--- config.mk ---
export PLATFORM = sky130hd
export DESIGN_NAME = dac_window_sequencer
export DESIGN_NICKNAME = d
export VERILOG_FILES = /design/src/rtl/dac_window_sequencer.sv
export SDC_FILE = /design/constraint.sdc
export NUM_CORES = 1
export LEC_CHECK = 0
export CAP_MARGIN = 25
export CORE_UTILIZATION = 55
export DETAILED_ROUTE_END_ITERATION = 7
export GPL_TIMING_DRIVEN = 0
export PLACE_DENSITY = 0.82
export SYNTH_ARGS = -nofsm -noshare
export SYNTH_HDL_FRONTEND = slang
export SYNTH_SLANG_ARGS = --single-unit
--- constraint.sdc ---
create_clock -name state_clk -period 7.6 [get_ports state_clk]
set_input_delay 1.14 -clock state_clk [delete_from_list [all_inputs] [get_ports state_clk]]
set_output_delay 1.14 -clock state_clk [all_outputs]
set_load 0.01 [all_outputs]
--- src/rtl/dac_window_sequencer.sv ---
// Arm / window / trigger sequencer driven once per DAC sample frame.
// Arms on a rising edge of thrsh_a, fires a fixed-width pulse when thrsh_b lands inside the count window.
module dac_window_sequencer #(
  parameter int CNT_W     = 16,
  parameter int PULSE_LEN = 4
) (
  input  logic             state_clk,
  input  logic             reset,
  input  logic             enable,
  input  logic             thrsh_a,
  input  logic             thrsh_b,
  input  logic [CNT_W-1:0] win_start,
  input  logic [CNT_W-1:0] win_stop,
  input  logic [CNT_W-1:0] refractory,
  output logic [CNT_W-1:0] state_counter,
  output logic             inwin,
  output logic             trig_out,
  output logic [2:0]       state,
  output logic [CNT_W-1:0] hit_count,
  output logic [CNT_W-1:0] miss_count
);

  typedef enum logic [2:0] {
    ST_IDLE    = 3'd0,
    ST_ARMED   = 3'd1,
    ST_COUNT   = 3'd2,
    ST_TRIG    = 3'd3,
    ST_REFRACT = 3'd4
  } state_t;

  localparam logic [7:0]       PULSE_LAST = 8'(PULSE_LEN - 1);
  localparam logic [CNT_W-1:0] CNT_ONE    = CNT_W'(1);

  state_t           r_state;
  logic [CNT_W-1:0] r_cnt;
  logic [CNT_W-1:0] r_refr;
  logic [CNT_W-1:0] r_hit;
  logic [CNT_W-1:0] r_miss;
  logic [7:0]       r_pulse;
  logic             r_trig;
  logic             r_thrsh_a_d;

  logic w_arm;
  logic w_inwin;
  logic w_hit;
  logic w_miss;

  assign w_arm   = thrsh_a & ~r_thrsh_a_d;
  assign w_inwin = (r_cnt >= win_start) && (r_cnt < win_stop);
  assign w_hit   = w_inwin & thrsh_b;
  assign w_miss  = (r_cnt >= win_stop);

  always_ff @(posedge state_clk) begin
    r_thrsh_a_d <= reset ? 1'b0 : thrsh_a;
    if (reset) begin
      r_state <= ST_IDLE;
      r_cnt   <= '0;
      r_refr  <= '0;
      r_hit   <= '0;
      r_miss  <= '0;
      r_pulse <= '0;
      r_trig  <= 1'b0;
    end else if (!enable) begin
      // Abort path: event counters survive so software can still read them.
      r_state <= ST_IDLE;
      r_cnt   <= '0;
      r_refr  <= '0;
      r_pulse <= '0;
      r_trig  <= 1'b0;
    end else begin
      case (r_state)
        ST_IDLE: begin
          r_state <= ST_ARMED;
          r_cnt   <= '0;
        end
        ST_ARMED: begin
          if (w_arm) begin
            r_state <= ST_COUNT;
            r_cnt   <= '0;
          end
        end
        ST_COUNT: begin
          // A hit implies cnt < win_stop, so it can never collide with a miss.
          if (w_hit) begin
            r_state <= ST_TRIG;
            r_trig  <= 1'b1;
            r_pulse <= '0;
            r_hit   <= r_hit + CNT_ONE;
          end else if (w_miss) begin
            r_state <= ST_ARMED;
            r_cnt   <= '0;
            r_miss  <= r_miss + CNT_ONE;
          end else if (r_cnt != '1) begin
            r_cnt <= r_cnt + CNT_ONE;
          end
        end
        ST_TRIG: begin
          if (r_pulse == PULSE_LAST) begin
            r_state <= ST_REFRACT;
            r_trig  <= 1'b0;
            r_cnt   <= '0;
            r_refr  <= '0;
          end else begin
            r_pulse <= r_pulse + 8'd1;
          end
        end
        ST_REFRACT: begin
          if (r_refr >= refractory) r_state <= ST_ARMED;
          r_refr <= r_refr + CNT_ONE;
        end
        default: begin
          r_state <= ST_IDLE;
          r_trig  <= 1'b0;
        end
      endcase
    end
  end

  assign state_counter = r_cnt;
  assign inwin         = w_inwin;
  assign trig_out      = r_trig;
  assign state         = r_state;
  assign hit_count     = r_hit;
  assign miss_count    = r_miss;

endmodule
## Yosys cells after proc, flatten, opt, wreduce, memory -nomap -nowiden

Index checks and enable logic that the tools add are counted.

| operators by class | value |
|---|---|
| add/sub/neg operators | 5 |
| shifts and indexed selects | 0 |
| mux-type cells | 19 |
| reduce and logical (&&, ||, !) cells | 14 |
| div/mod/pow operators | 0 |
| multiply operators | 0 |
| bitwise gates (word level) | 6 |
| equal/unequal tests | 14 |
| $lt $le $gt $ge | 4 |

Operators with widths:

| cell | number |
|---|---|
| $mux W16 | 5 |
| $add A16 B1 Y16 const B | 4 |
| $pmux W16 S4 | 1 |
| $ge A16 B16 Y1 | 3 |
| $pmux W16 S2 | 1 |
| $lt A16 B16 Y1 | 1 |
| $mux W8 | 2 |
| $ne A16 B16 Y1 const B | 1 |
| $pmux W8 S2 | 1 |
| $mux W3 | 5 |
| $pmux W3 S5 | 1 |
| $ne A2 B2 Y1 const B | 6 |
| $reduce_and A3 Y1 | 3 |
| $add A8 B1 Y8 const B | 1 |
| $eq A8 B2 Y1 const B | 1 |
| $reduce_and A4 Y1 | 2 |
| $eq A3 B2 Y1 const B | 2 |
| $ne A3 B3 Y1 const B | 2 |
| $reduce_and A5 Y1 | 1 |
| $not A1 Y1 | 4 |
| $reduce_bool A2 Y1 | 2 |
| $reduce_bool A4 Y1 | 1 |
| $eq A3 B1 Y1 const B | 1 |
| $eq A3 B3 Y1 const B | 1 |
| 8 further kinds | 10 |

| word-level totals | value |
|---|---|
| latch bits | 0 |
| word-level logic and storage cells | 70 |
| output and inout bits | 53 |
| bits in writable memories | 0 |
| memories | 0 |
| input bits | 53 |
| flip-flop bits (word level) | 77 |
| bits in read-only memories | 0 |

## Logic depth before layout (Yosys ltp)

Gate-level depths: netlist (run 1).

| logic depth | value |
|---|---|
| depth after elaboration | 5 |
| depth in mapped cells | 10 |
| gate-level depth less buffers | 9 |

## Worst setup path before layout (run 1)

No wires, ideal clock.

| timing | value |
|---|---|
| kind | in2out |
| from | input win_start[14] |
| to | output inwin |
| required time | 6.460 ns |
| arrival time | 2.712 ns |
| buffers on the path | 0 |
| slack | 3.748 ns |
| cell stages on the path | 7 |
| cell sequence | inv_1 > ha_1 > nand4_1 > or3_4 > a2111oi_4 > nor3_2 > nor2_1 |

| between the ends | value |
|---|---|
| word-level cells in the longest chain between the ends | 2 |

Ends and longest elaborated chain:

| element | RTL line | source |
|---|---|---|
| start, declared | 12 | `input logic [CNT_W-1:0] win_start,` |
| $ge A16 B16 Y1 | 49 | `assign w_inwin = (r_cnt >= win_start) && (r_cnt < win_stop);` |
| $logic_and A1 B1 Y1 | 49 |  |
| end, declared | 16 | `output logic inwin,` |

Every way passes these cells.

## Worst setup path after layout (run 1)

| timing | value |
|---|---|
| from | input win_start[15] |
| to | output inwin |

The elaborated chain is that of the path after synthesis.

==> results.md, run 1 <==
- Peak Freq: roughly 200 MHz
- Worst reg2reg setup slack: roughly 4300 ps
- Final max-slew violation count: 0
- FF-to-FF Start: state_counter[12]
- Die Height: approximately 99 um
- Antenna violations before repair: 0
- Design area: 6500 um^2
- DRT antenna net count: 0
- Die area: between 9000 and 10000 um^2
- Count of synthesis-stage warnings from yosys: 0
- Number of cells in the finished layout apart from fillers: 875
- Data required time of the worst path: between 6000 and 7000 ps
- Pwr dens: between 100 and 150 nW/um^2
- Worst Reg-to-Reg Cells: 9
- Post-cts gate resize count: 0
- Final core area utilization: 0.735
- Fin Setup TNS: 0 ps
- Number of global-route vias before repair: about 4800
- Flip-flop and latch count after synthesis: between 70 and 80
- Post-synth ARST share: 0
- Top fanout value on the critical path: 10
- Fillers: 660
- Cell area after synthesis: 5120 um^2
- Area of placed instances: about 6300 um^2
- Gate count after technology mapping: approximately 650
- Area share of the leading cell type in the synthesized netlist: 0.301
- Post-Synthesis Net Count: approximately 750
- Clock buffer depth: 2
- Type of the worst min-delay path: flip-flop to flip-flop
- Top cell type by total area after synthesis: sky130_fd_sc_hd__dfxtp_1
- Initial Utilization: 0.579
- Startpoint of the worst setup timing path: win_start[15]
- Dpl hpwl: about 10000 um
- Remaining routing DRC violations: 9
- CTS root buf: sky130_fd_sc_hd__clkbuf_8
- Post-CTS setup repair buffer count: 0
- Routed WL per cell: ~15 um
- Result of the run: complete, but fails checks
- Vias/cell: roughly 6.0
- Area growth syn-to-layout: 27.0%
- Setup repair after global routing missed its margin: false
- Final cycle utilization of the critical path: 0.659
- Tightest slew margin relative to the limit: 0.478
- Clock transition at the registers of the reported paths: ~90 ps
- Clock buffer count from CTS: 9
- Largest net degree at the start of global routing: 16
- Total number of vias: ~5200
- Drt total wl: 13000 um
- Number of detailed-route iterations in the first pass: 7
- Sequential fraction of the synthesis area: 0.301
- Maxcap violations: 0
- Top flip-flop cell by instance count after synthesis: sky130_fd_sc_hd__dfxtp_1
- Arrival time reported for the critical path endpoint: slightly below 4000 ps
- Hold violation total from the final report: 0
- Slew of the pin with the lowest slew margin: roughly 780 ps
- Standby leakage power: 2.55 nW
- Number of H-tree levels: 3
- GRT Residual Overflow: 0
- Final antenna diode count: 0
- Std-Cell Core Area: 8850 um^2
- Sort of element at the start of the critical path: input pin
- Shortest clock period the worst path allows after layout: between 5000 and 6000 ps
- Kind of end point of the critical path: primary output
- Routability congestion estimate: about 0.81
- TritonCTS clock tree: done
- Number of input and output port buffers inserted: 104
- Max Clock Skew: between 10 and 15 ps
- Count of cell types in the netlist: slightly above 60
- Final hold slack: between 400 and 500 ps
- Worst setup path class: input pin to primary output
- First-pass GRT wire length: about 22000 um
- Failing checks: DRC
- Die Span X: roughly 100 um
- Largest cells by area after synthesis: sky130_fd_sc_hd__dfxtp_1, sky130_fd_sc_hd__ha_1, sky130_fd_sc_hd__a21oi_1, sky130_fd_sc_hd__nand2_1, sky130_fd_sc_hd__inv_1
- Io pins: roughly 110
- Layout cell share with drive strength beyond 1: 0.0535
- Net count reported at finish: about 870
- Highest ir drop seen on vdd: around 0.086 mV
- Number of setup violations in the final report: 0
- Cell total after placement: ~860
- Number of DRC markers in iteration 0: 318
- Hold buffer count at cts: 0
- Post-synth EDFFs: 0
- Sinks on Clock Net: between 70 and 80
- Post-synthesis area per instance: around 8 um^2
- FF-to-FF End: state_counter[13]
- Clock insertion delay at the later pin of the skew report: around 360 ps
- Worst setup path endpoint: inwin
- Cell row count: 34
- Overall global routing resource usage: 0.272
[synth_stat cells (all sizes together) (11+ instances only)]
cell type,number
xnor2,11
or3,15
nor2b,11
nand2,59
clkbuf,13
nand3,27
o21ai,40
inv,56
ha,53
a21oi,63
dfxtp,77
nor3,19
or4,13
nor2,54
nand4,15
and3,11
[where the power goes]
part	internal, mW	switching (mW)	leakage (nW)	total (mW)
combinational	0.0374	0.0312	1.83	0.0686
clock	0.158	0.174	0.104	0.331
sequential	0.404	0.000945	0.620	0.405
total	0.599	0.206	2.55	0.805
[final cells by class]
class,instances,area [um^2],share of cell area
plain buffers,16,68.8,0.0106
multi-input cells,498,3300,0.508
inverters,56,210,0.0323
well taps,108,135,0.0208
repair buffers,104,1040,0.160
clock inverters,7,82.6,0.0127
clock buffers,9,124,0.0190
flip-flops and latches,77,1540,0.237
[per-layer routing]
layer	part of all wire	GRT usage
met1	0.44	0.346
met2	0.48	0.477
met3	0.062	0.0440
met4	0.012	0.0792
met5	0	0
[stage by stage]
| step | setup slack, ps | power, mW |
|---|---|---|
| 6_report | 2590 | 0.805 |
| 5_1_grt | 2410 | 0.833 |
| 4_1_cts | 2580 | 0.806 |
| 3_5_place_dp | 2600 | 0.482 |
| 3_3_place_gp | 2640 | 0.480 |
| 2_1_floorplan | 3750 | 0.445 |
[cell families after synthesis]
group / share of synthesized area
simple gates: 0.274
compound gates: 0.200
flops: 0.301
buf+inv: 0.0545
fa+ha+maj: 0.129
xor+xnor: 0.0291
mux: 0.0125
[worst max-delay path, stage by stage]
cell and delay (ps):
sky130_fd_sc_hd__clkdlybuf4s50_1 470, sky130_fd_sc_hd__inv_1 50, sky130_fd_sc_hd__ha_1 300, sky130_fd_sc_hd__nand4_1 140
sky130_fd_sc_hd__or3_4 430, sky130_fd_sc_hd__a2111oi_4 410, sky130_fd_sc_hd__nor3_2 220, sky130_fd_sc_hd__nor2_1 150
sky130_fd_sc_hd__clkdlybuf4s50_1 540
[worst min-delay path by stage]
stage,from,to,slack (ps),depth (start not counted)
CTS,trig_out,trig_out,500,2
global route,miss_count[11],miss_count[11],530,2
global placement,r_pulse[1],r_pulse[1],460,2
detailed placement,r_refr[15],r_refr[15],480,2
finish,r_pulse[1],r_pulse[1],500,2
floorplan,r_pulse[1],r_pulse[1],450,2
[flip-flops by register name, indices dropped and copies added (netlist names)]
register       count
r_thrsh_a_d        1
state              3
miss_count        16
trig_out           1
r_pulse            8
hit_count         16
state_counter     16
r_refr            16
[placed cells by master, fill, tap and decap left out, types with 6 or more instances in the layout]
| cell | Yosys | layout |
|---|---|---|
| sky130_fd_sc_hd__a21oi_1 | 63 | 63 |
| sky130_fd_sc_hd__a31oi_1 | 8 | 8 |
| sky130_fd_sc_hd__and2_1 | 6 | 6 |
| sky130_fd_sc_hd__and3_1 | 11 | 11 |
| sky130_fd_sc_hd__clkbuf_1 | 13 | 13 |
| sky130_fd_sc_hd__clkbuf_8 | 0 | 9 |
| sky130_fd_sc_hd__clkdlybuf4s50_1 | 0 | 104 |
| sky130_fd_sc_hd__dfxtp_1 | 77 | 77 |
| sky130_fd_sc_hd__ha_1 | 53 | 53 |
| sky130_fd_sc_hd__inv_1 | 56 | 56 |
| sky130_fd_sc_hd__nand2_1 | 59 | 59 |
| sky130_fd_sc_hd__nand2b_1 | 7 | 7 |
| sky130_fd_sc_hd__nand3_1 | 27 | 27 |
| sky130_fd_sc_hd__nand4_1 | 14 | 14 |
| sky130_fd_sc_hd__nor2_1 | 54 | 54 |
| sky130_fd_sc_hd__nor2b_1 | 11 | 11 |
| sky130_fd_sc_hd__nor3_1 | 18 | 18 |
| sky130_fd_sc_hd__nor4_1 | 6 | 6 |
| sky130_fd_sc_hd__o21ai_0 | 37 | 37 |
| sky130_fd_sc_hd__o31ai_1 | 9 | 9 |
| sky130_fd_sc_hd__or3_1 | 14 | 14 |
| sky130_fd_sc_hd__or4_1 | 13 | 13 |
| sky130_fd_sc_hd__xnor2_1 | 11 | 11 |
| sky130_fd_sc_hd__xor2_1 | 6 | 6 |
(Power assumes the default switching activity.)
==> run 2: changes to the inputs <==
Settings changed: CORE_UTILIZATION 55 to 47, PLACE_DENSITY 0.82 to 0.74.
Clock period 7.6 ns to 4.4 ns, I/O delays scaled along.
==> results.md, run 2 (synthesis gave the netlist of run 1 again) <==
- CP bufs+invs: 3
- Highest ir drop seen on vdd: around 0.14 mV
- Layout cell share with drive strength beyond 1: 0.0522
- Area growth syn-to-layout: 28.2%
- Clock buffer count from CTS: 9
- Final antenna diode count: 0
- Leading cell types in the layout, fill and taps excluded: sky130_fd_sc_hd__clkdlybuf4s50_1, sky130_fd_sc_hd__dfxtp_1, sky130_fd_sc_hd__a21oi_1
- Drt total wl: about 13000 um
- Design area: 6570 um^2
- Routability congestion estimate: a little over 0.8
- Post-cts gate resize count: 0
- Final cycle utilization of the critical path: 0.940
- Clock transition at the registers of the reported paths: 80 ps
- Cell row count: 37
- Final max-slew violation count: 0
- Std-Cell Core Area: about 10000 um^2
- Number of global-route vias before repair: about 4700
- Cell family with most CP delay: buffers and inverters
- Crit path largest cell delay: between 600 and 700 ps
- Die Height: about 110 um
- Commonest non-fill, non-tap cell in the layout: sky130_fd_sc_hd__clkdlybuf4s50_1
- Fillers: just over 900
- Io pins: ~110
- Number of cells in the finished layout apart from fillers: 902
- Post-CTS setup repair buffer count: 0
- Largest net degree at the start of global routing: 14
- Max Clock Skew: 13.1 ps
- Sinks on Clock Net: 77
- Total number of vias: 5101
- Hold violation total from the final report: 0
- Sort of element at the start of the critical path: input pin
- Arrival time reported for the critical path endpoint: 3480 ps
- GRT Residual Overflow: 0
- Dpl hpwl: approximately 10000 um
- Peak Freq: 242 MHz
- Die Span X: 106 um
- Worst slack, placed: roughly 290 ps
- Pwr dens: ~220 nW/um^2
- Cell total after placement: around 890
- Overall global routing resource usage: 0.233
- Final worst-path setup slack: roughly 260 ps
- Kind of end point of the critical path: primary output
- Number of setup violations in the final report: 0
- DRT antenna net count: 0
- Number of input and output port buffers inserted: between 100 and 150
- Area taken by multi-input logic gates: between 3000 and 4000 um^2
- Routed WL per cell: approximately 14 um
- Die area: 11300 um^2
- Initial Utilization: 0.490
- Remaining routing DRC violations: 0
- Tightest slew margin relative to the limit: 0.448
- Clock insertion delay at the later pin of the skew report: around 360 ps
- Number of H-tree levels: 3
- Shortest clock period the worst path allows after layout: approximately 4100 ps
- Top fanout value on the critical path: 10
- Slowest cell on the critical path: sky130_fd_sc_hd__nor3_2
- Antenna violations before repair: 0
- Worst setup path class: input pin to primary output
- Type of the worst min-delay path: flip-flop to flip-flop
- Area of placed instances: 6330 um^2
- Most frequent cell on the critical path: sky130_fd_sc_hd__clkdlybuf4s50_1
- Result of the run: finished, final reports clean
- Maxcap violations: 0
- FF+latch area: between 1500 and 2000 um^2
- Setup repair after global routing missed its margin: false
- Critical-path cell list: clkdlybuf4s50_1 -> inv_1 -> ha_1 -> and3_1 -> a221oi_1 -> o22ai_1 -> nor3_2 -> nor2_1 -> clkdlybuf4s50_1
- First-pass GRT wire length: 21300 um
- Number of detailed-route iterations in the first pass: 5
- CTS root buf: sky130_fd_sc_hd__clkbuf_8
- Slew of the pin with the lowest slew margin: between 800 and 900 ps
- Vias/cell: about 5.7
- Clock buffer depth: 2
- TritonCTS clock tree: done
- Number of DRC markers in iteration 0: around 280
- Standby leakage power: 2.56 nW
- Hold buffer count at cts: 0
- Net count reported at finish: ~870
- Fin Setup TNS: 0 ps
- Data required time of the worst path: roughly 3700 ps
run 2: final cells by class:
type | count | area share
multi-input cells | 498 | 0.503
flip-flops and latches | 77 | 0.235
plain buffers | 16 | 0.0105
well taps | 136 | 0.0259
repair buffers | 104 | 0.158
clock buffers | 9 | 0.0189
clock inverters | 6 | 0.0170
inverters | 56 | 0.0320
run 2: final timing paths:
check                    start  cells past startpoint              to  slack, ps
max               win_start[6]                      9           inwin        260
min             miss_count[15]                      2  miss_count[15]        480
max reg2reg  state_counter[13]                      8    hit_count[4]       1050
min reg2reg     miss_count[15]                      2  miss_count[15]        480
run 2: stage by stage:
stage	util	power [mW]	hold WS, ps
2_1_floorplan	-	0.769	449
3_3_place_gp	0.605	0.829	463
3_5_place_dp	0.605	0.833	480
4_1_cts	0.628	1.48	492
5_1_grt	0.628	1.52	520
6_report	0.628	1.47	485
run 2: tightest hold or removal path, delay by kind of cell, from the launching register on:
family | cells | cell delay (ps)
AOI/OAI and AO/OA | 2 | 130
DFF | 1 | 320
run 2: report_power, final:
part           internal, mW  switching (mW)
logic                0.0643          0.0532
registers             0.697         0.00171
clock network         0.375           0.277
run 2: routing by layer:
metal  vias up  GRT usage  share of wire
met4         0     0.0933          0.020
met2       142      0.397           0.48
li1       2573          -              -
met1      2365      0.297           0.45
met5         -          0              0
met3        21     0.0276          0.053
